## config.mk

```make
export PLATFORM = sky130hd
export DESIGN_NAME = rr_output_arbiter
export DESIGN_NICKNAME = d
export VERILOG_FILES = /design/src/rtl/noc_arb_pkg.sv /design/src/rtl/rr_mask_picker.sv /design/src/rtl/rr_output_arbiter.sv
export SDC_FILE = /design/constraint.sdc
export NUM_CORES = 1
export LEC_CHECK = 0
export ABC_AREA = 1
export ABC_CLOCK_PERIOD_IN_PS = 4400
export BUFFER_PORTS_ARGS = -buffer_cell sky130_fd_sc_hd__buf_4
export CAP_MARGIN = 20
export CORE_MARGIN = 10
export CORE_UTILIZATION = 50
export CTS_CLUSTER_DIAMETER = 30
export DETAILED_ROUTE_END_ITERATION = 7
export GPL_ROUTABILITY_DRIVEN = 0
export PLACE_DENSITY = 0.8
export SLEW_MARGIN = 40
export SYNTH_ARGS = -nofsm -noshare
export SYNTH_HDL_FRONTEND = slang
export SYNTH_HIERARCHICAL = 1
export SYNTH_SLANG_ARGS = --single-unit
```

## constraint.sdc

```tcl
create_clock -name clk -period 4.4 [get_ports clk]
set_input_delay 0.66 -clock clk [delete_from_list [all_inputs] [get_ports clk]]
set_output_delay 0.66 -clock clk [all_outputs]
set_load 0.01 [all_outputs]
```

## src/rtl/noc_arb_pkg.sv

```systemverilog
// Shared types and helpers for the NoC output arbiters and VC allocator.
package noc_arb_pkg;

    localparam int DEF_ADDR_W = 3;
    localparam int MAX_PORTS  = 16;

    typedef enum logic [2:0] {
        DIR_N = 3'd0,
        DIR_S = 3'd1,
        DIR_W = 3'd2,
        DIR_E = 3'd3,
        DIR_L = 3'd4
    } dir_e;

    typedef enum logic {
        IDLE,
        LOCKED
    } arb_state_e;

    function automatic int onehot_to_idx(input logic [MAX_PORTS-1:0] oh);
        int idx;
        idx = 0;
        for (int i = 0; i < MAX_PORTS; i++) begin
            if (oh[i]) idx = i;
        end
        return idx;
    endfunction

endpackage

```

## src/rtl/rr_mask_picker.sv

```systemverilog
// Rotating-priority picker: first set bit of desire scanning ptr+1, ptr+2, ... modulo N_PORTS.
module rr_mask_picker
    import noc_arb_pkg::*;
#(
    parameter int N_PORTS = 5,
    parameter int IDX_W   = $clog2(N_PORTS)
) (
    input  logic [N_PORTS-1:0] desire,
    input  logic [IDX_W-1:0]   ptr,
    output logic [N_PORTS-1:0] pick_oh,
    output logic [IDX_W-1:0]   pick_idx,
    output logic               pick_valid
);

    logic             found;
    logic [IDX_W-1:0] scan_idx;

    always_comb begin
        pick_oh  = '0;
        found    = 1'b0;
        scan_idx = '0;
        // The last-served index is visited last, giving it lowest priority.
        for (int k = 1; k <= N_PORTS; k++) begin
            scan_idx = IDX_W'((int'(ptr) + k) % N_PORTS);
            if (!found && desire[scan_idx]) begin
                pick_oh[scan_idx] = 1'b1;
                found             = 1'b1;
            end
        end
    end

    assign pick_valid = |desire;
    assign pick_idx   = IDX_W'(onehot_to_idx(MAX_PORTS'(pick_oh)));

endmodule

```

## src/rtl/rr_output_arbiter.sv

```systemverilog
// Round-robin wormhole arbiter for one router output port.
// Optional stall-release timer enabled by defining ARB_HOLD_TIMEOUT_EN.
//
// state  | meaning
// IDLE   | no packet owns the output; pick the next desired requester
// LOCKED | grant held for requester grant_idx_o until its tail flit transfers
module rr_output_arbiter
    import noc_arb_pkg::*;
#(
    parameter int N_PORTS   = 5,
    parameter int ADDR_W    = DEF_ADDR_W,
    parameter int OUT_DIR   = DIR_W,
    parameter int MAX_STALL = 64
) (
    input  logic                         clk,
    input  logic                         reset,
    input  logic [N_PORTS-1:0]           req_valid_i,
    input  logic [N_PORTS*ADDR_W-1:0]    req_nexthop_addr_i,
    input  logic [N_PORTS-1:0]           req_tail_i,
    input  logic                         out_ready_i,
    output logic [N_PORTS-1:0]           grant_o,
    output logic [$clog2(N_PORTS)-1:0]   grant_idx_o,
    output logic                         grant_valid_o,
    output logic                         xfer_o,
    output logic [$clog2(N_PORTS)-1:0]   rr_ptr_o,
    output logic                         timeout_o
);

    localparam int IDX_W = $clog2(N_PORTS);

    arb_state_e         state;
    logic [N_PORTS-1:0] desire;
    logic [N_PORTS-1:0] pick_oh;
    logic [IDX_W-1:0]   pick_idx;
    logic               pick_valid;
    logic               tail_done;
    logic               stall_done;

    always_comb begin
        desire = '0;
        for (int i = 0; i < N_PORTS; i++) begin
            desire[i] = req_valid_i[i]
                      && (req_nexthop_addr_i[i*ADDR_W +: ADDR_W] == ADDR_W'(OUT_DIR))
                      && (i != OUT_DIR);
        end
    end

    rr_mask_picker #(
        .N_PORTS (N_PORTS),
        .IDX_W   (IDX_W)
    ) u_picker (
        .desire     (desire),
        .ptr        (rr_ptr_o),
        .pick_oh    (pick_oh),
        .pick_idx   (pick_idx),
        .pick_valid (pick_valid)
    );

    assign xfer_o    = grant_valid_o & req_valid_i[grant_idx_o] & out_ready_i;
    assign tail_done = xfer_o & req_tail_i[grant_idx_o];

`ifdef ARB_HOLD_TIMEOUT_EN
    localparam int STALL_W = $clog2(MAX_STALL);
    localparam logic [STALL_W-1:0] STALL_LOAD = STALL_W'(MAX_STALL - 1);

    logic [STALL_W-1:0] stall_cnt;

    // Down-counter reloads while idle and on every transfer; terminal count forces release.
    always_ff @(posedge clk or negedge reset) begin
        if (!reset) begin
            stall_cnt <= STALL_LOAD;
        end else if (state == IDLE || xfer_o) begin
            stall_cnt <= STALL_LOAD;
        end else if (stall_cnt != '0) begin
            stall_cnt <= stall_cnt - 1'b1;
        end
    end

    assign stall_done = (state == LOCKED) && !xfer_o && (stall_cnt == '0);

    always_ff @(posedge clk or negedge reset) begin
        if (!reset) timeout_o <= 1'b0;
        else        timeout_o <= stall_done;
    end
`else
    assign stall_done = 1'b0;
    assign timeout_o  = 1'b0;
`endif

    always_ff @(posedge clk or negedge reset) begin
        if (!reset) begin
            state         <= IDLE;
            grant_o       <= '0;
            grant_idx_o   <= '0;
            grant_valid_o <= 1'b0;
            rr_ptr_o      <= IDX_W'(N_PORTS - 1);
        end else begin
            case (state)
                IDLE: begin
                    if (pick_valid) begin
                        state         <= LOCKED;
                        grant_o       <= pick_oh;
                        grant_idx_o   <= pick_idx;
                        grant_valid_o <= 1'b1;
                    end
                end
                LOCKED: begin
                    if (tail_done || stall_done) begin
                        state         <= IDLE;
                        grant_o       <= '0;
                        grant_idx_o   <= '0;
                        grant_valid_o <= 1'b0;
                        rr_ptr_o      <= grant_idx_o;
                    end
                end
                default: state <= IDLE;
            endcase
        end
    end

endmodule

```

==> impl_metrics.yaml, run 1 <==
floorplan:
  die_h_um: 91.3
  core_area_um2: 4820
  start_util_pct: 52.8
  die-area_um2: 8330
  boundaryPins: 42
  die_w_um: 91.3
  rows: 25
placement:
  hpwl_mm: 5.46
  io_buffers: 37
worst_hold_path:
  hold_class: "in -> async"
detailed_routing:
  drt-wirelength-per-cell_um: 12.0
  wl_mm: 6.61
  vias: 2848
  viasPerCell: 5.17
  drtIter0Drc: 257
  dr.pass1.iters: 5
  final_antenna_net_count: 0
  drc: 0
grt:
  grt_usage_pct: 15.7
  grt_max_degree: 21
  grt_pass1_wl_mm: 11.5
  antenna_found_initial: 0
  grt_pass1_vias: 2755
  grt-ovfl-total: 0
synth:
  netlist_instances: 442
  ys_seq_area_share_pct: 12.9
  syn_area_um2: 2540
  synth_cell_types: 34
  synth.avg_cell_area_um2: 5.75
  ys_ff_latch: 13
  yosys_warnings: 6
clock_network:
  clockBufferDepth: 2
  cts_tree: "built"
  clk_pin_slew_ps: 60
  clk_latency_ps: 250
  cts_buffers: 3
  htree_levels: 1
  cts.sinks: 13
  root_buffer: "clkbuf_8"
timing:
  fmax_ghz: 0.253
  maxSlewViolCount: 0
  skew_ps: 3.60
  final_hold_viol_count: 0
  setup_viol: 0
  tightest_slew_ps: 503
  period_needed_ps: 3950
  period_share_pct: 89.8
  relSlewSlack_pct: 66.3
  setup_tns_ps: 0
  rsz0062_at_grt: "false"
worst_setup_path:
  crit_family: "simple AND/OR/NAND/NOR gates"
  arrival_ps: 4140
  worst-path-buf-inv: 4
  cp-end-kind: "flop"
  crit_required_ps: 4580
  cp_slowest_stage_delay_ps: 340
  critPathLaunchType: "flop"
  crit_fanout: 20
  critPathKind: "reg -> reg"
  cpMostUsedCell: "nand2_1"
  slowest_stage: "dfrtp_1"
layout:
  drive_above_1_share_pct: 19.4
  syn_to_final_growth_pct: 16.6
  final_cell_mix: "nand2_1 (153), inv_1 (58), nand3_1 (54)"
  antenna_cells: 0
  final_common_cell: "nand2_1"
  nFillCells: 489
  layout.nets: 539
status:
  status: "finished clean"
job:
  max-cap-violations: 0
[synth_stat cells, drive strengths merged]
cell	instances	share of area [%]
nand2	173	28
nand3	58	13
o22ai	1	0.25
o21bai	2	0.74
or2	3	0.74
clkinv	1	0.15
ha	26	13
clkbuf	3	0.44
nand4	14	3.4
nor2	33	5.6
conb	1	0.15
inv	65	9.6
a21oi	10	2.4
nand3b	1	0.44
o211ai	2	0.59
nor3	11	2.2
xor2	5	1.7
buf	3	1.0
dfstp	1	1.0
o21a	3	0.89
dfrtp	12	12
a21boi	1	0.74
o21ai	13	2.9
[worst paths after layout]
kind                                         start                         to  slack, ps  cells after the start
hold reg to reg             grant_o[3]$_DFFE_PN0P_     grant_o[3]$_DFFE_PN0P_        500                      2
min in group clk            grant_o[3]$_DFFE_PN0P_     grant_o[3]$_DFFE_PN0P_        500                      2
setup / recovery           rr_ptr_o[0]$_DFFE_PN0P_     grant_o[4]$_DFFE_PN0P_        450                     26
setup reg to reg           rr_ptr_o[0]$_DFFE_PN0P_     grant_o[4]$_DFFE_PN0P_        450                     26
hold / removal                               reset  grant_valid_o$_DFFE_PN0P_        250                      1
max in group asynchronous                    reset    rr_ptr_o[2]$_DFFE_PN1P_       3920                      1
[repair_timing]
action | in CTS | in global routing
setup buffers | 0 | 0
endpoints found under the setup margin | 0 | 2
hold buffers | 0 | 0
gates resized for setup | 0 | 3
hold endpoints to repair | 0 | 0
[through the flow]
step	area (um2)	util, %	cells	setup slack [ps]	hold slack, ps
2_1_floorplan	2550	-	445	201	364
3_3_place_gp	2910	60.3	547	502	485
3_5_place_dp	2910	60.3	547	390	491
4_1_cts	2950	61.3	551	365	252
5_1_grt	2960	61.5	551	7.04	252
6_report	2960	61.5	551	448	247
[per-layer routing]
metal  routed length [um]  GRT usage, %  vias up  part of all wire, %
met3                  494          3.54       14                  7.5
met4                  126          5.74        0                  1.9
li1                     -             -     1489                    -
met2                 2960          26.3       86                   45
met5                    0             0        -                    0
met1                 3030          19.1     1259                   46
[flip-flops by register name, summed over array words and instances (netlist names)]
signal         cells
state              1
grant_idx_o        3
rr_ptr_o           3
grant_valid_o      1
grant_o            5
[cell type report]
class                           instances  area, um2  area share [%]
Multi-Input combinational cell        360       1950            65.9
Sequential cell                        13        327            11.0
Timing Repair Buffer                   41        308            10.4
Tap cell                               67       83.8            2.83
Clock buffer                            4       45.0            1.52
Inverter                               66        248            8.36
[logic make-up (layout without fill, tap and decap cells)]
group | after synthesis | after routing | synth area share, %
AOI/OAI and AO/OA | 32 | 32 | 8.47
xor gates and xnor gates | 5 | 5 | 1.72
adders and majority gates | 26 | 26 | 12.8
buffers and inverters | 72 | 111 | 11.2
DFF | 13 | 13 | 12.9
other | 1 | 4 | 0.148
and+or+nand+nor | 293 | 293 | 52.8
[worst reg2reg max path: cells and delay by family (launching register included)]
family / cells / cell delay [ps]
DFF: 1 / 340
adders and majority gates: 3 / 730
and+or+nand+nor: 18 / 2060
xor gates and xnor gates: 1 / 280
buffers and inverters: 4 / 490
Power of run 1 is left out: the tool's default activity adds up to more than one toggle a clock period on the data nets, which glitch-free logic cannot reach.
==> run 2: changes to the inputs <==
--- a/config.mk
+++ b/config.mk
@@ -5,7 +5,6 @@
 export SDC_FILE = /design/constraint.sdc
 export NUM_CORES = 1
 export LEC_CHECK = 0
-export ABC_AREA = 1
 export ABC_CLOCK_PERIOD_IN_PS = 4400
 export BUFFER_PORTS_ARGS = -buffer_cell sky130_fd_sc_hd__buf_4
 export CAP_MARGIN = 20
@@ -14,7 +13,7 @@
 export CTS_CLUSTER_DIAMETER = 30
 export DETAILED_ROUTE_END_ITERATION = 7
 export GPL_ROUTABILITY_DRIVEN = 0
-export PLACE_DENSITY = 0.8
+export PLACE_DENSITY = 0.79
 export SLEW_MARGIN = 40
 export SYNTH_ARGS = -nofsm -noshare
 export SYNTH_HDL_FRONTEND = slang
==> impl_metrics.yaml, run 2 <==
status:
  status: "finished with violations"
  violations: "negative setup slack"
synth:
  synth_fa_ha_area_share_pct: 11.2
  synth_cell_types: 78
  async_reset_ff_share_pct: 100
  syn_area_um2: 2910
  synth_edf_count: 0
  synth_top_cell_by_area: "ha_1"
  ys_ff_latch: 13
  synth_common_cells: "nor2_1 (30), nand2_1 (27), ha_1 (26)"
  synth_top_area_share_pct: 11.2
  yosys_warnings: 6
  synthSimpleGateAreaFrac_pct: 33.3
  synth_xor_area_share_pct: 3.31
  netlist_instances: 376
  synth_compound_area_share_pct: 24.4
  synthFlopType: "dfrtp_1"
  ys_seq_area_share_pct: 11.2
  yosys-top-cells-area: "ha_1 (11%), dfrtp_1 (10%), mux2i_1 (5.2%)"
  synth_top_family_by_area: "simple AND/OR/NAND/NOR gates"
  yosysMostFrequentCell: "nor2_1"
  synth.avg_cell_area_um2: 7.73
  synthMuxAreaShare_pct: 9.04
timing:
  period_share_pct: 100
  period_needed_ps: 4420
  setup_viol: 2
  fmax_ghz: 0.226
  maxSlewViolCount: 0
  final_hold_viol_count: 0
  tightest_slew_ps: 851
  setup_ws_ps: -16.2
  skew_ps: 1.56
  rsz0062_at_grt: "true"
  relSlewSlack_pct: 42.5
power_and_ir_drop:
  powerDensity_nw_per_um2: 964
  p_leak_uw: 0.00174
  finalPower_uw: 3680
  irDropWorstVdd_mv: 0.447
placement:
  post-place-ws_ps: -90.8
  io_buffers: 37
  hpwl_mm: 6.62
detailed_routing:
  drtIter0Drc: 353
  viasPerCell: 6.24
  drt-wirelength-per-cell_um: 17.2
  drc: 0
  final_antenna_net_count: 0
  vias: 3221
  dr.pass1.iters: 5
  wl_mm: 8.88
layout:
  seq_area_um2: 328
  largestRegisters: "grant_o (5), grant_idx_o (3), rr_ptr_o (3)"
  largest-register: "grant_o"
  multi_input_area_um2: 2590
  nFillCells: 452
  syn_to_final_growth_pct: 31.2
  final_common_cell: "buf_4"
  antenna_cells: 0
  largest_register_ffs: 5
  drive_above_1_share_pct: 34.5
  post-route-util_pct: 68.4
  final_cell_mix: "buf_4 (83), nor2_1 (28), nand2_1 (26)"
  layout.nets: 499
clock_network:
  clk_pin_slew_ps: 50
  cts_buffers: 3
  root_buffer: "clkbuf_8"
  clockBufferDepth: 2
  cts.sinks: 13
  cts_tree: "built"
  htree_levels: 1
  clk_latency_ps: 250
worst_setup_path:
  crit_required_ps: 4520
  arrival_ps: 4530
  r2r_end: "grant_o[3]$_DFFE_PN0P_"
  crit_fanout: 7
  r2r_start: "rr_ptr_o[0]$_DFFE_PN0P_"
  critPathLaunchType: "flop"
  cp-end-kind: "flop"
  critPathKind: "reg -> reg"
  rr_worst_depth: 23
  reg2reg_setup_slack_ps: -20
grt:
  grt_pass1_wl_mm: 13.8
  grt_pass1_vias: 2981
  met2_usage_pct: 30.4
  grt_max_degree: 47
  antenna_found_initial: 0
  grt-ovfl-total: 0
  met3_usage_pct: 3.50
  top_usage_layer: "met2"
  met1_usage_pct: 22.5
  grt_usage_pct: 18.2
floorplan:
  boundaryPins: 42
  die_h_um: 96.3
  die_w_um: 96.3
  die-area_um2: 9270
  core_area_um2: 5570
  start_util_pct: 52.2
  rows: 27
worst_hold_path:
  hold_class: "in -> async"
job:
  max-cap-violations: 0
run 2: cell types whose count changed after synthesis, sizes merged, moves of 9 or more:
cell / previous run / this run
nor3: 11 / 24
nand4: 14 / 5
nand3: 58 / 19
nand2: 173 / 27
clkbuf: 3 / 15
inv: 65 / 21
mux2i: 0 / 15
nor2b: 0 / 13
run 2: what timing repair did:
item	in CTS	in global routing
setup endpoints to repair	5	8
hold buffers	0	0
buffers inserted	1	16
pin swaps	2	17
gates resized for setup	2	24
run 2: final cells by class:
type / count / area share [%]
multi-input combinational: 318 / 68.0
timing repair buffer: 86 / 17.2
sequential: 13 / 8.59
inverter: 23 / 2.62
tap: 72 / 2.36
clock buffer: 4 / 1.18
run 2: per-layer routing:
metal | part of all wire (%) | vias to the layer above
met5 | 0 | -
met4 | 2.6 | 0
met3 | 5.7 | 23
met2 | 48 | 121
met1 | 43 | 1529
li1 | - | 1548
run 2: critical path, stage by stage, from the launching register on:
cell       delay [ps]
dfrtp_2           440
inv_8              40
ha_4              170
xnor2_4           190
inv_4              60
ha_4              170
or3b_4            380
o22ai_4           170
nor2_4             80
inv_4              90
ha_4              130
nor2b_4            40
a2111oi_4         330
a211oi_4           80
buf_6             150
a311o_1           400
a311oi_4          390
buf_4             190
nor4_4             50
a221oi_2          310
buf_4             170
inv_1              40
mux2i_1           150
nor3_2             60
run 2: worst max-delay path by stage:
stage                                 start                    endpoint  slack [ps]  depth (start not counted)
global route        rr_ptr_o[1]$_DFFE_PN0P_      grant_o[3]$_DFFE_PN0P_        -190                         23
floorplan           rr_ptr_o[0]$_DFFE_PN0P_      grant_o[0]$_DFFE_PN0P_        -390                         26
finish              rr_ptr_o[0]$_DFFE_PN0P_      grant_o[3]$_DFFE_PN0P_         -20                         23
global placement    rr_ptr_o[1]$_DFFE_PN0P_  grant_idx_o[0]$_DFFE_PN0P_          50                         21
detailed placement  rr_ptr_o[1]$_DFFE_PN0P_      grant_o[0]$_DFFE_PN0P_         -90                         21
CTS                 rr_ptr_o[1]$_DFFE_PN0P_  grant_idx_o[0]$_DFFE_PN0P_          50                         21
run 2: logic make-up (layout without fill, tap and decap cells):
kind of cell	Yosys count	count (layout)
multiplexers	21	21
AO/OA/AOI/OAI	91	91
other	1	5
adder cells (fa/ha/maj)	26	26
AND/OR/NAND/NOR	167	167
XOR/XNOR	8	8
buffers and inverters	49	113
flip-flops	13	13
run 2: per-stage QoR:
stage	TNS (ps)	hold slack, ps	area, um2	std cells
2_1_floorplan	-2540	364	3070	380
3_3_place_gp	0	509	3510	495
3_5_place_dp	-289	507	3510	495
4_1_cts	0	243	3570	500
5_1_grt	-752	245	3810	516
6_report	-20.3	239	3810	516
run 2: power breakdown:
part | leakage (uW) | switching (uW) | internal (uW)
Clock | 0.0000228 | 45.3 | 64.2
Combinational | 0.00156 | 1780 | 1570
Sequential | 0.000159 | 60.7 | 163
Total | 0.00174 | 1890 | 1790
No activity file was read; power rests on OpenSTA's default activity.
==> run 3: changes to the inputs <==
--- a/config.mk
+++ b/config.mk
@@ -8,11 +8,12 @@
 export ABC_CLOCK_PERIOD_IN_PS = 4400
 export BUFFER_PORTS_ARGS = -buffer_cell sky130_fd_sc_hd__buf_4
 export CAP_MARGIN = 20
-export CORE_MARGIN = 10
+export CORE_MARGIN = 2
 export CORE_UTILIZATION = 50
 export CTS_CLUSTER_DIAMETER = 30
 export DETAILED_ROUTE_END_ITERATION = 7
 export GPL_ROUTABILITY_DRIVEN = 0
+export GPL_TIMING_DRIVEN = 0
 export PLACE_DENSITY = 0.79
 export SLEW_MARGIN = 40
 export SYNTH_ARGS = -nofsm -noshare
==> impl_metrics.yaml, run 3 (synthesis gave the netlist of run 2 again) <==
detailed_routing:
  vias: 3450
  drc: 0
  drtIter0Drc: 335
  drt-wirelength-per-cell_um: 17.9
  final_antenna_net_count: 0
  wl_mm: 9.62
  dr.pass1.iters: 5
  viasPerCell: 6.40
grt:
  grt_max_degree: 14
  grt-ovfl-total: 0
  grt_usage_pct: 27.9
  antenna_found_initial: 0
  grt_pass1_wl_mm: 14.3
  grt_pass1_vias: 2995
floorplan:
  start_util_pct: 52.2
  die_w_um: 80.3
  die_h_um: 80.3
  die-area_um2: 6440
  boundaryPins: 42
  rows: 27
  core_area_um2: 5570
layout:
  drive_above_1_share_pct: 38.3
  final_cell_mix: "buf_4 (88), nor2_1 (28), nand2_1 (27)"
  antenna_cells: 0
  layout.nets: 522
  final_common_cell: "buf_4"
  post-route-util_pct: 74.9
  largestRegisters: "grant_o (5), grant_idx_o (3), rr_ptr_o (3)"
  syn_to_final_growth_pct: 43.5
  largest-register: "grant_o"
  largest_register_ffs: 5
clock_network:
  clk_latency_ps: 250
  holdBufCountCts: 0
  cts.sinks: 13
  root_buffer: "clkbuf_8"
  clockBufferDepth: 2
  htree_levels: 1
  cts_tree: "built"
  clk_pin_slew_ps: 60
  cts_buffers: 3
timing:
  final_hold_viol_count: 0
  skew_ps: 8.63
  relSlewSlack_pct: 48.4
  setup_viol: 5
  period_share_pct: 101
  tightest_slew_ps: 752
  period_needed_ps: 4460
  fmax_ghz: 0.224
  rsz0062_at_grt: "true"
  setup_ws_ps: -56.9
  maxSlewViolCount: 0
worst_setup_path:
  crit_fanout: 10
  reg2reg_setup_slack_ps: -60
  rr_worst_depth: 20
  crit_path_end: "grant_o[2]$_DFFE_PN0P_"
  r2r_start: "rr_ptr_o[2]$_DFFE_PN1P_"
  crit_required_ps: 4570
  arrival_ps: 4620
  critPathKind: "reg -> reg"
  r2r_end: "grant_o[2]$_DFFE_PN0P_"
  cp-end-kind: "flop"
  crit_start: "rr_ptr_o[2]$_DFFE_PN1P_"
  critPathLaunchType: "flop"
status:
  status: "finished with violations"
  violations: "negative setup slack"
job:
  max-cap-violations: 0
placement:
  io_buffers: 37
  post-place-ws_ps: -1110
  hpwl_mm: 6.29
worst_hold_path:
  hold_class: "in -> async"
## run 3: cell count changes in the layout (fill, tap and decap cells not counted), sizes merged
cell and delta:
clkinv +1, inv -2, clkinvlp +1, buf +12
clkbuf +11
## run 3: area by class of cell
class	count	area [um2]
fillers	411	1400
clock buffers	4	45.0
plain buffers	20	140
well taps	72	90.1
repair buffers	89	688
multi-input cells	318	2750
flip-flops and latches	13	329
inverters	23	128
## run 3: how the worst min path moves through the flow
stage	from	end	slack, ps	cells after the start
2_1_floorplan	reset	grant_idx_o[0]$_DFFE_PN0P_	360	0
3_3_place_gp	reset	grant_o[4]$_DFFE_PN0P_	510	1
3_5_place_dp	reset	grant_idx_o[1]$_DFFE_PN0P_	510	1
4_1_cts	reset	grant_o[0]$_DFFE_PN0P_	250	1
5_1_grt	reset	grant_o[0]$_DFFE_PN0P_	250	1
6_report	reset	grant_o[0]$_DFFE_PN0P_	240	1
## run 3: repair_timing
| action | CTS | global route |
|---|---|---|
| endpoints found under the hold margin | 0 | 0 |
| buffers inserted | 24 | 28 |
| pin swaps | 20 | 29 |
| endpoints found under the setup margin | 8 | 8 |
| resized for setup | 29 | 41 |
## run 3: per-stage QoR
step	TNS (ps)	cells	hold WS (ps)	area, um2
6_report	-105	539	241	4170
5_1_grt	-1100	539	254	4170
4_1_cts	-1440	515	250	3800
3_5_place_dp	-8290	489	513	3450
3_3_place_gp	-7710	489	513	3440
2_1_floorplan	-2540	380	364	3070
## run 3: worst max-delay path: stages (launching register included)
cell and delay [ps]:
dfstp_2 600, buf_12 160, clkinvlp_4 110, ha_4 240
buf_6 150, o31ai_2 220, xnor2_1 190, ha_2 310
buf_4 140, nand2b_1 50, mux2i_1 230, a31o_2 230
nor3_2 80, a311o_1 340, or3_4 420, nor4_4 340
buf_4 180, a221oi_4 50, inv_1 60, mux2i_1 70
nor3_2 190
## run 3: routing by layer
layer	vias up	global-route usage, %	wire (um)
met3	37	1.80	689
met1	1612	34.5	3850
met5	-	0	0
met2	208	50.4	4790
li1	1593	-	-
met4	0	10.5	299
Power of run 3 is left out for the same reason.
